[config.mk]
export PLATFORM = sky130hd
export DESIGN_NAME = qcw_ramp_sequencer
export DESIGN_NICKNAME = d
export VERILOG_FILES = /design/src/rtl/qcw_pkg.sv /design/src/rtl/qcw_bus_regs.sv /design/src/rtl/qcw_ramp_sequencer.sv
export SDC_FILE = /design/constraint.sdc
export NUM_CORES = 1
export LEC_CHECK = 0
export BUFFER_PORTS_ARGS = -buffer_cell sky130_fd_sc_hd__clkbuf_2
export CAP_MARGIN = 20
export CELL_PAD_IN_SITES_DETAIL_PLACEMENT = 2
export CELL_PAD_IN_SITES_GLOBAL_PLACEMENT = 2
export CORE_ASPECT_RATIO = 1.2
export CORE_MARGIN = 10
export CORE_UTILIZATION = 37
export CTS_BUF_LIST = sky130_fd_sc_hd__clkbuf_16
export DETAILED_ROUTE_END_ITERATION = 7
export PLACE_DENSITY = 0.92
export SLEW_MARGIN = 20
export SYNTH_ARGS = -nofsm -noshare
export SYNTH_HDL_FRONTEND = slang
export SYNTH_SLANG_ARGS = --single-unit
export TNS_END_PERCENT = 30
[constraint.sdc]
create_clock -name clk -period 8.3 [get_ports clk]
set_clock_uncertainty 0.15 [all_clocks]
set_input_delay 0.415 -clock clk [delete_from_list [all_inputs] [get_ports clk]]
set_output_delay 0.415 -clock clk [all_outputs]
set_load 0.05 [all_outputs]
[src/rtl/qcw_pkg.sv]
// Purpose: shared constants for the QCW ramp sequencer (register offsets, state encoding, STATUS bits).
// Latency: none; constants and one combinational helper.
// Backpressure: none.
package qcw_pkg;

  // Size of the register window in bytes: six 32-bit words.
  localparam int unsigned QCW_WINDOW_BYTES = 24;

  // Byte offsets within the window. The OCD block uses the same offset-constant style.
  localparam logic [4:0] OFF_START_LVL = 5'd0;
  localparam logic [4:0] OFF_END_LVL   = 5'd4;
  localparam logic [4:0] OFF_STEP_PER  = 5'd8;
  localparam logic [4:0] OFF_HOLD_CYC  = 5'd12;
  localparam logic [4:0] OFF_CONTROL   = 5'd16;
  localparam logic [4:0] OFF_STATUS    = 5'd20;

  // CONTROL bits.
  localparam int CTRL_FIRE_BIT  = 0;
  localparam int CTRL_ABORT_BIT = 1;

  // STATUS layout: {26'b0, cfg_err, halted, state[1:0], busy, qcw_halt}.
  localparam int STS_QCW_HALT_BIT = 0;
  localparam int STS_BUSY_BIT     = 1;
  localparam int STS_STATE_LSB    = 2;
  localparam int STS_HALTED_BIT   = 4;
  localparam int STS_CFG_ERR_BIT  = 5;

  typedef enum logic [1:0] {
    ST_IDLE     = 2'd0,
    ST_RAMP     = 2'd1,
    ST_HOLD     = 2'd2,
    ST_COOLDOWN = 2'd3
  } qcw_state_e;

  // Replace only the strobed bytes of the current register contents.
  function automatic logic [31:0] merge_wstrb(input logic [31:0] cur,
                                              input logic [31:0] wdata,
                                              input logic [3:0]  wstrb);
    logic [31:0] res;
    for (int b = 0; b < 4; b++) begin
      res[b*8 +: 8] = wstrb[b] ? wdata[b*8 +: 8] : cur[b*8 +: 8];
    end
    return res;
  endfunction

endpackage

[src/rtl/qcw_bus_regs.sv]
// Purpose: CPU-bus register window for the QCW sequencer: decode, ready edge-detect, config and shadow regs.
// Latency: ready and read data are combinational on the first addressed cycle; writes land on the next edge.
// Backpressure: none; every addressed request is acknowledged on its first cycle, held requests get no second ack.
// Ports: mem_* native CPU bus; status_word = live STATUS contents from the sequencer;
//        shadow_load copies config into the shadow set; cfg_start_lvl/cfg_end_lvl are the live
//        values used at fire time; sh_* are the shadow values for the running pulse;
//        fire/abort/status_clr are one-cycle write strobes.
module qcw_bus_regs
  import qcw_pkg::*;
#(
  parameter logic [31:0] BASE_ADDR = 32'h0000_0000
) (
  input  logic        clk,
  input  logic        reset,
  input  logic        mem_valid_i,
  output logic        mem_ready_o,
  input  logic [31:0] mem_addr_i,
  input  logic [31:0] mem_wdata_i,
  input  logic [3:0]  mem_wstrb_i,
  output logic [31:0] mem_rdata_o,
  input  logic [31:0] status_word,
  input  logic        shadow_load,
  output logic [9:0]  cfg_start_lvl,
  output logic [9:0]  cfg_end_lvl,
  output logic [9:0]  sh_end_lvl,
  output logic [15:0] sh_step_per,
  output logic [23:0] sh_hold_cyc,
  output logic        fire,
  output logic        abort,
  output logic        status_clr
);

  logic [31:0] off;
  logic        addressed, addressed_q, req, wr, ctrl_wr;
  logic [15:0] cfg_step_per;
  logic [23:0] cfg_hold_cyc;
  logic [31:0] reg_word, wr_word;
  logic        unused_wr_hi;

  // Unsigned wrap makes addresses below BASE_ADDR land far outside the window.
  assign off       = mem_addr_i - BASE_ADDR;
  assign addressed = mem_valid_i && (off < QCW_WINDOW_BYTES);

  always_ff @(posedge clk) begin
    if (reset) addressed_q <= 1'b0;
    else       addressed_q <= addressed;
  end

  // Only the first cycle of a held request is acknowledged.
  assign req         = addressed && !addressed_q;
  assign wr          = req && (mem_wstrb_i != 4'b0000);
  assign mem_ready_o = req;

  always_comb begin
    reg_word = '0;
    case (off[4:0])
      OFF_START_LVL: reg_word = {22'b0, cfg_start_lvl};
      OFF_END_LVL:   reg_word = {22'b0, cfg_end_lvl};
      OFF_STEP_PER:  reg_word = {16'b0, cfg_step_per};
      OFF_HOLD_CYC:  reg_word = {8'b0, cfg_hold_cyc};
      OFF_STATUS:    reg_word = status_word;
      default:       reg_word = '0;
    endcase
  end

  assign mem_rdata_o = req ? reg_word : '0;

  assign wr_word = merge_wstrb(reg_word, mem_wdata_i, mem_wstrb_i);
  // No register is wider than 24 bits; the top byte of a merged write is dropped.
  assign unused_wr_hi = ^wr_word[31:24];

  // Abort has priority over fire when both bits arrive in one write.
  assign ctrl_wr    = wr && (off[4:0] == OFF_CONTROL) && mem_wstrb_i[0];
  assign fire       = ctrl_wr && mem_wdata_i[CTRL_FIRE_BIT] && !mem_wdata_i[CTRL_ABORT_BIT];
  assign abort      = ctrl_wr && mem_wdata_i[CTRL_ABORT_BIT];
  assign status_clr = wr && (off[4:0] == OFF_STATUS);

  always_ff @(posedge clk) begin
    if (reset) begin
      cfg_start_lvl <= '0;
      cfg_end_lvl   <= '0;
      cfg_step_per  <= '0;
      cfg_hold_cyc  <= '0;
      sh_end_lvl    <= '0;
      sh_step_per   <= '0;
      sh_hold_cyc   <= '0;
    end else begin
      if (wr) begin
        case (off[4:0])
          OFF_START_LVL: cfg_start_lvl <= wr_word[9:0];
          OFF_END_LVL:   cfg_end_lvl   <= wr_word[9:0];
          OFF_STEP_PER:  cfg_step_per  <= wr_word[15:0];
          OFF_HOLD_CYC:  cfg_hold_cyc  <= wr_word[23:0];
          default: ;
        endcase
      end
      // Config writes and fire are different addresses, so the copy never races a config update.
      if (shadow_load) begin
        sh_end_lvl  <= cfg_end_lvl;
        sh_step_per <= cfg_step_per;
        sh_hold_cyc <= cfg_hold_cyc;
      end
    end
  end

endmodule

[src/rtl/qcw_ramp_sequencer.sv]
// Purpose: one QCW pulse per fire: linear power ramp START->END, hold, then enforced cooldown.
// Latency: fire write -> qcw_start/qcw_enable next cycle; qcw_halt -> qcw_enable low next cycle.
// Backpressure: none; fire while busy is dropped, bus is acked by qcw_bus_regs.
// Ports: clk, reset (sync, active-high); mem_* CPU bus; qcw_halt OCD trip (level);
//        qcw_start one-cycle pulse on RAMP entry; qcw_enable high in RAMP/HOLD;
//        power_level commanded bridge level, 0 whenever qcw_enable is low.
module qcw_ramp_sequencer
  import qcw_pkg::*;
#(
  parameter logic [31:0] BASE_ADDR       = 32'h0000_0000,
  parameter int unsigned COOLDOWN_CYCLES = 100000
) (
  input  logic        clk,
  input  logic        reset,
  input  logic        mem_valid_i,
  output logic        mem_ready_o,
  input  logic [31:0] mem_addr_i,
  input  logic [31:0] mem_wdata_i,
  input  logic [3:0]  mem_wstrb_i,
  output logic [31:0] mem_rdata_o,
  input  logic        qcw_halt,
  output logic        qcw_start,
  output logic        qcw_enable,
  output logic [9:0]  power_level
);

  localparam int unsigned CD_W = (COOLDOWN_CYCLES > 1) ? $clog2(COOLDOWN_CYCLES) : 1;
  localparam logic [CD_W-1:0] CD_LAST = CD_W'((COOLDOWN_CYCLES > 0) ? COOLDOWN_CYCLES - 1 : 0);

  qcw_state_e  state_q, state_nx;
  logic [9:0]  cfg_start_lvl, cfg_end_lvl, sh_end_lvl, level_q;
  logic [15:0] sh_step_per, step_last, step_cnt;
  logic [23:0] sh_hold_cyc, hold_cnt;
  logic [CD_W-1:0] cd_cnt;
  logic        fire, abort, status_clr, enter_ramp;
  logic        start_q, halted_q, cfg_err_q, set_halted, set_cfg_err;
  logic [31:0] status_word;

  assign status_word = {26'b0, cfg_err_q, halted_q, state_q, (state_q != ST_IDLE), qcw_halt};

  qcw_bus_regs #(.BASE_ADDR(BASE_ADDR)) u_regs (
    .clk          (clk),
    .reset        (reset),
    .mem_valid_i  (mem_valid_i),
    .mem_ready_o  (mem_ready_o),
    .mem_addr_i   (mem_addr_i),
    .mem_wdata_i  (mem_wdata_i),
    .mem_wstrb_i  (mem_wstrb_i),
    .mem_rdata_o  (mem_rdata_o),
    .status_word  (status_word),
    .shadow_load  (enter_ramp),
    .cfg_start_lvl(cfg_start_lvl),
    .cfg_end_lvl  (cfg_end_lvl),
    .sh_end_lvl   (sh_end_lvl),
    .sh_step_per  (sh_step_per),
    .sh_hold_cyc  (sh_hold_cyc),
    .fire         (fire),
    .abort        (abort),
    .status_clr   (status_clr)
  );

  // STEP_PER of 0 behaves as 1.
  assign step_last  = (sh_step_per == 16'd0) ? 16'd0 : sh_step_per - 16'd1;
  assign enter_ramp = (state_q == ST_IDLE) && (state_nx == ST_RAMP);

  always_ff @(posedge clk) begin
    if (reset) state_q <= ST_IDLE;
    else       state_q <= state_nx;
  end

  // qcw_halt is checked first so it beats level steps, HOLD expiry and software abort.
  always_comb begin
    state_nx    = state_q;
    set_halted  = 1'b0;
    set_cfg_err = 1'b0;
    unique case (state_q)
      ST_IDLE: begin
        if (fire) begin
          if (qcw_halt)                         set_halted  = 1'b1;
          else if (cfg_start_lvl > cfg_end_lvl) set_cfg_err = 1'b1;
          else                                  state_nx    = ST_RAMP;
        end
      end
      ST_RAMP, ST_HOLD: begin
        if (qcw_halt) begin
          state_nx   = ST_COOLDOWN;
          set_halted = 1'b1;
        end else if (abort) begin
          state_nx = ST_COOLDOWN;
        end else if (state_q == ST_RAMP) begin
          if (level_q == sh_end_lvl) state_nx = ST_HOLD;
        end else if (hold_cnt <= 24'd1) begin
          state_nx = ST_COOLDOWN;
        end
      end
      ST_COOLDOWN: begin
        if (cd_cnt >= CD_LAST) state_nx = ST_IDLE;
      end
    endcase
  end

  // Outputs decode registered state only, so they change one edge after the cause.
  always_comb begin
    qcw_enable  = (state_q == ST_RAMP) || (state_q == ST_HOLD);
    qcw_start   = start_q;
    power_level = qcw_enable ? level_q : 10'd0;
  end

  always_ff @(posedge clk) begin
    if (reset) begin
      start_q   <= 1'b0;
      level_q   <= '0;
      step_cnt  <= '0;
      hold_cnt  <= '0;
      cd_cnt    <= '0;
      halted_q  <= 1'b0;
      cfg_err_q <= 1'b0;
    end else begin
      start_q <= enter_ramp;

      if (enter_ramp) begin
        level_q  <= cfg_start_lvl;
        step_cnt <= '0;
      end else if ((state_q == ST_RAMP) && (state_nx == ST_RAMP)) begin
        // Staying in RAMP implies level_q < END, so the increment cannot overshoot.
        if (step_cnt >= step_last) begin
          step_cnt <= '0;
          level_q  <= level_q + 10'd1;
        end else begin
          step_cnt <= step_cnt + 16'd1;
        end
      end

      if ((state_q == ST_RAMP) && (state_nx == ST_HOLD)) hold_cnt <= sh_hold_cyc;
      else if (state_q == ST_HOLD)                        hold_cnt <= hold_cnt - 24'd1;

      if ((state_nx == ST_COOLDOWN) && (state_q != ST_COOLDOWN)) cd_cnt <= '0;
      else if (state_q == ST_COOLDOWN)                          cd_cnt <= cd_cnt + 1'b1;

      // A trip in the same cycle as a STATUS write leaves the flag set.
      if (set_halted)      halted_q <= 1'b1;
      else if (status_clr) halted_q <= 1'b0;
      if (set_cfg_err)     cfg_err_q <= 1'b1;
      else if (status_clr) cfg_err_q <= 1'b0;
    end
  end

endmodule
==> impl_metrics.tcl <==
set metrics [dict create \
    status "completed" \
    crit_path_max_fanout 12 \
    setup_viol_count_final 0 \
    rows 64 \
    start_kind "flip-flop" \
    grt_max_degree 82 \
    synthArstFlopShare_pct 0 \
    yosysSeqAreaShare_pct 38.1 \
    fp.dieW_um 167 \
    path_clk_slew_ns 0.08 \
    hpwl_um 28300 \
    netlist.area_leader.share_pct 38.1 \
    cts_setup_buffers 0 \
    drtIter0Drc 957 \
    yosys.area_share.simple_pct 26.9 \
    total_power_mw 1.96 \
    num_vias 10000 \
    drive_gt1_share_pct 13.0 \
    wl_um 45700 \
    grt_pass1_wl_um 70000 \
    synth_top_family_by_area "simple AND/OR/NAND/NOR gates" \
    leakage_nw 4.29 \
    p_switching_mw 0.532 \
    drcViolationCount 0 \
    start_util_pct 37.6 \
    drt_pass1_iterations 5 \
    gp_congestion 0.867 \
    fin_crit_ns 5.04 \
    rsz0062_at_grt "no" \
    grt.overflow.total 0 \
    insertion_delay_ns 0.46 \
    yosysWarningCount 0 \
    dominantRegCellSynth "dfxtp_1" \
    post-route-period-util_pct 60.7 \
    grt_pass1_vias 11200 \
    viasPerCell 6.11 \
    cts_tree "built" \
    antenna_found_initial 0 \
    htree_num_levels 4 \
    ys_top_cells_by_area "dfxtp_1 (38%), nand2_1 (7.9%), a21oi_1 (6.4%), nor2_1 (6.1%), ha_1 (4.8%)" \
    critPathRequiredTime_ns 8.46 \
    synth-xor-area-share_pct 6.65 \
    clock_path_buffers 2 \
    dieHeight_um 197 \
    synth_edf_count 0 \
    synthMuxAreaShare_pct 3.05 \
    timing.fmax_mhz 198 \
    synth_compound_area_share_pct 15.2 \
    worstSetupEndpointType "flip-flop" \
    yosys.area.top_type "dfxtp_1" \
    ys_seq_elements 183 \
    power_density_mw_per_mm2 179 \
    synth_common_cells "nand2_1 (202), dfxtp_1 (183), nor2_1 (157)" \
    pwr-share-seq_pct 45.4 \
    p_int_mw 1.43 \
    setup-tns-final_ns 0 \
    coreArea_mm2 0.0255 \
    cts_hold_buf 0 \
    vdd_drop_max_mv 0.161 \
    comb_power_share_pct 8.3 \
    ant_nets 0 \
    cts_resized 0 \
    fin_nets 1406 \
    hp-class "in2reg" \
    synth_cells 1241 \
    avgRoutedWirePerCell_um 27.9 \
    grt_usage_pct 26.9 \
    final_max_slew_viol_count 0 \
    worstSetupPathType "reg2reg" \
    root_buffer "clkbuf_16" \
    synth_most_common_cell "nand2_1" \
    synth_cell_types 62 \
    netlist_area_mm2 0.00961 \
    port_buffers 100 \
    p_clk_share_pct 46.3 \
    maxCapViolations 0 \
    timing.hold.ws_ns 0.0851 \
    tightestPinTransition_ns 1.12 \
    antenna_cells 0 \
    syn_to_final_growth_pct 14.1 \
    slew_headroom_pct 25.1 \
    final-hold-violation-count 0 \
    critPathArrivalTime_ns 5.20 \
    swShare_pct 27.1 \
    avgSynthCellArea_um2 7.74 \
    synth_adder_area_share_pct 4.82 \
    cts_sinks 183 \
    die-area_mm2 0.0328 \
    pin_count 117 \
    cts-buffers-inserted 17 \
]
==> kinds of logic after synthesis <==
group           count (synthesis)
compound gates                235
xor+xnor                       73
fa+ha+maj                      37
buf+inv                       122
flops                         183
mux                            28
other cells                     1
simple gates                  562
==> registers in the layout, summed over array words and instances (netlist names) <==
register,flops
cd_cnt,17
cfg_err_q,1
halted_q,1
hold_cnt,24
level_q,10
qcw_start,1
state_q,2
step_cnt,16
u_regs.addressed_q,1
u_regs.cfg_end_lvl,10
u_regs.cfg_hold_cyc,24
u_regs.cfg_start_lvl,10
u_regs.cfg_step_per,16
u_regs.sh_end_lvl,10
u_regs.sh_hold_cyc,24
u_regs.sh_step_per,16
==> per-stage QoR <==
stage | utilization [%] | setup slack [ns] | cell area, µm² | std cells
3_3_place_gp | 40.4 | 3.83 | 10300 | 1607
3_5_place_dp | 40.4 | 3.28 | 10300 | 1607
5_1_grt | 42.9 | 3.02 | 11000 | 1640
4_1_cts | 42.8 | 2.98 | 10900 | 1639
2_1_floorplan | - | 4.34 | 9640 | 1248
6_report | 42.9 | 3.26 | 11000 | 1640
==> layout by cell type, fill, tap and decap left out, drive strengths merged, types with 6 or more instances in the layout <==
cell    synthesis  layout
nor2b           6       6
nor4           31      31
mux2i          18      18
mux2           10      10
clkbuf         61     116
o21ai          16      16
a22oi          16      16
or3             7       7
xor2           34      34
nand4          18      18
inv            40      44
buf            21      13
conb            1       8
and2           23      23
nand2b          6       6
ha             37      37
a21oi         123     123
nand3          39      39
a31oi           7       7
nor2          157     157
and3           24      24
nor3           28      28
xnor2          39      39
nand2         202     202
a211oi         31      31
dfxtp         183     183
==> layer usage <==
layer,wire (µm),track usage [%]
met1,17500,29.2
met2,23800,48.4
met3,2040,4.78
met4,2410,15.3
met5,0,0
==> area by class of cell <==
cell class	count	area, µm²
Fill cell	2852	14600
Multi-Input combinational cell	943	5510
Sequential cell	183	3660
Timing Repair Buffer	112	597
Clock buffer	17	425
Tap cell	330	413
Clock inverter	15	204
Inverter	40	150
==> worst paths after layout <==
| check | slack [ns] | end | depth (start not counted) | start |
|---|---|---|---|---|
| worst min-delay path | 0.09 | u_regs.cfg_hold_cyc[22]$_SDFFE_PP0P_ | 3 | mem_wdata_i[22] |
| worst max-delay path | 3.26 | level_q[4]$_SDFFE_PP0P_ | 16 | u_regs.sh_step_per[3]$_SDFFE_PP0P_ |
| worst max register to register | 3.26 | level_q[4]$_SDFFE_PP0P_ | 16 | u_regs.sh_step_per[3]$_SDFFE_PP0P_ |
| worst min register to register | 0.32 | u_regs.sh_hold_cyc[0]$_SDFFE_PP0P_ | 2 | u_regs.sh_hold_cyc[0]$_SDFFE_PP0P_ |
==> worst max-delay path, stage by stage (launching register included) <==
cell	delay (ns)
dfxtp_1	0.39
nor4_1	0.44
nand2b_1	0.19
or3_1	0.45
nor2_1	0.33
nand2_1	0.38
nand2_1	0.25
ha_1	0.17
nand4_1	0.15
a21oi_1	0.17
or3_1	0.14
nor4_1	0.05
a211o_1	0.40
nor4_4	0.52
buf_6	0.24
mux2i_1	0.28
o211ai_1	0.18
==> power groups by stage <==
stage                     logic, mW  clock network [mW]  registers (mW)
final                         0.163               0.908           0.891
after global routing          0.172               0.950           0.892
after CTS                     0.158               0.915           0.891
after global placement        0.141                   0           0.910
after floorplan              0.0974                   0           0.909
after detailed placement      0.149                   0           0.911
(Power assumes the default switching activity.)
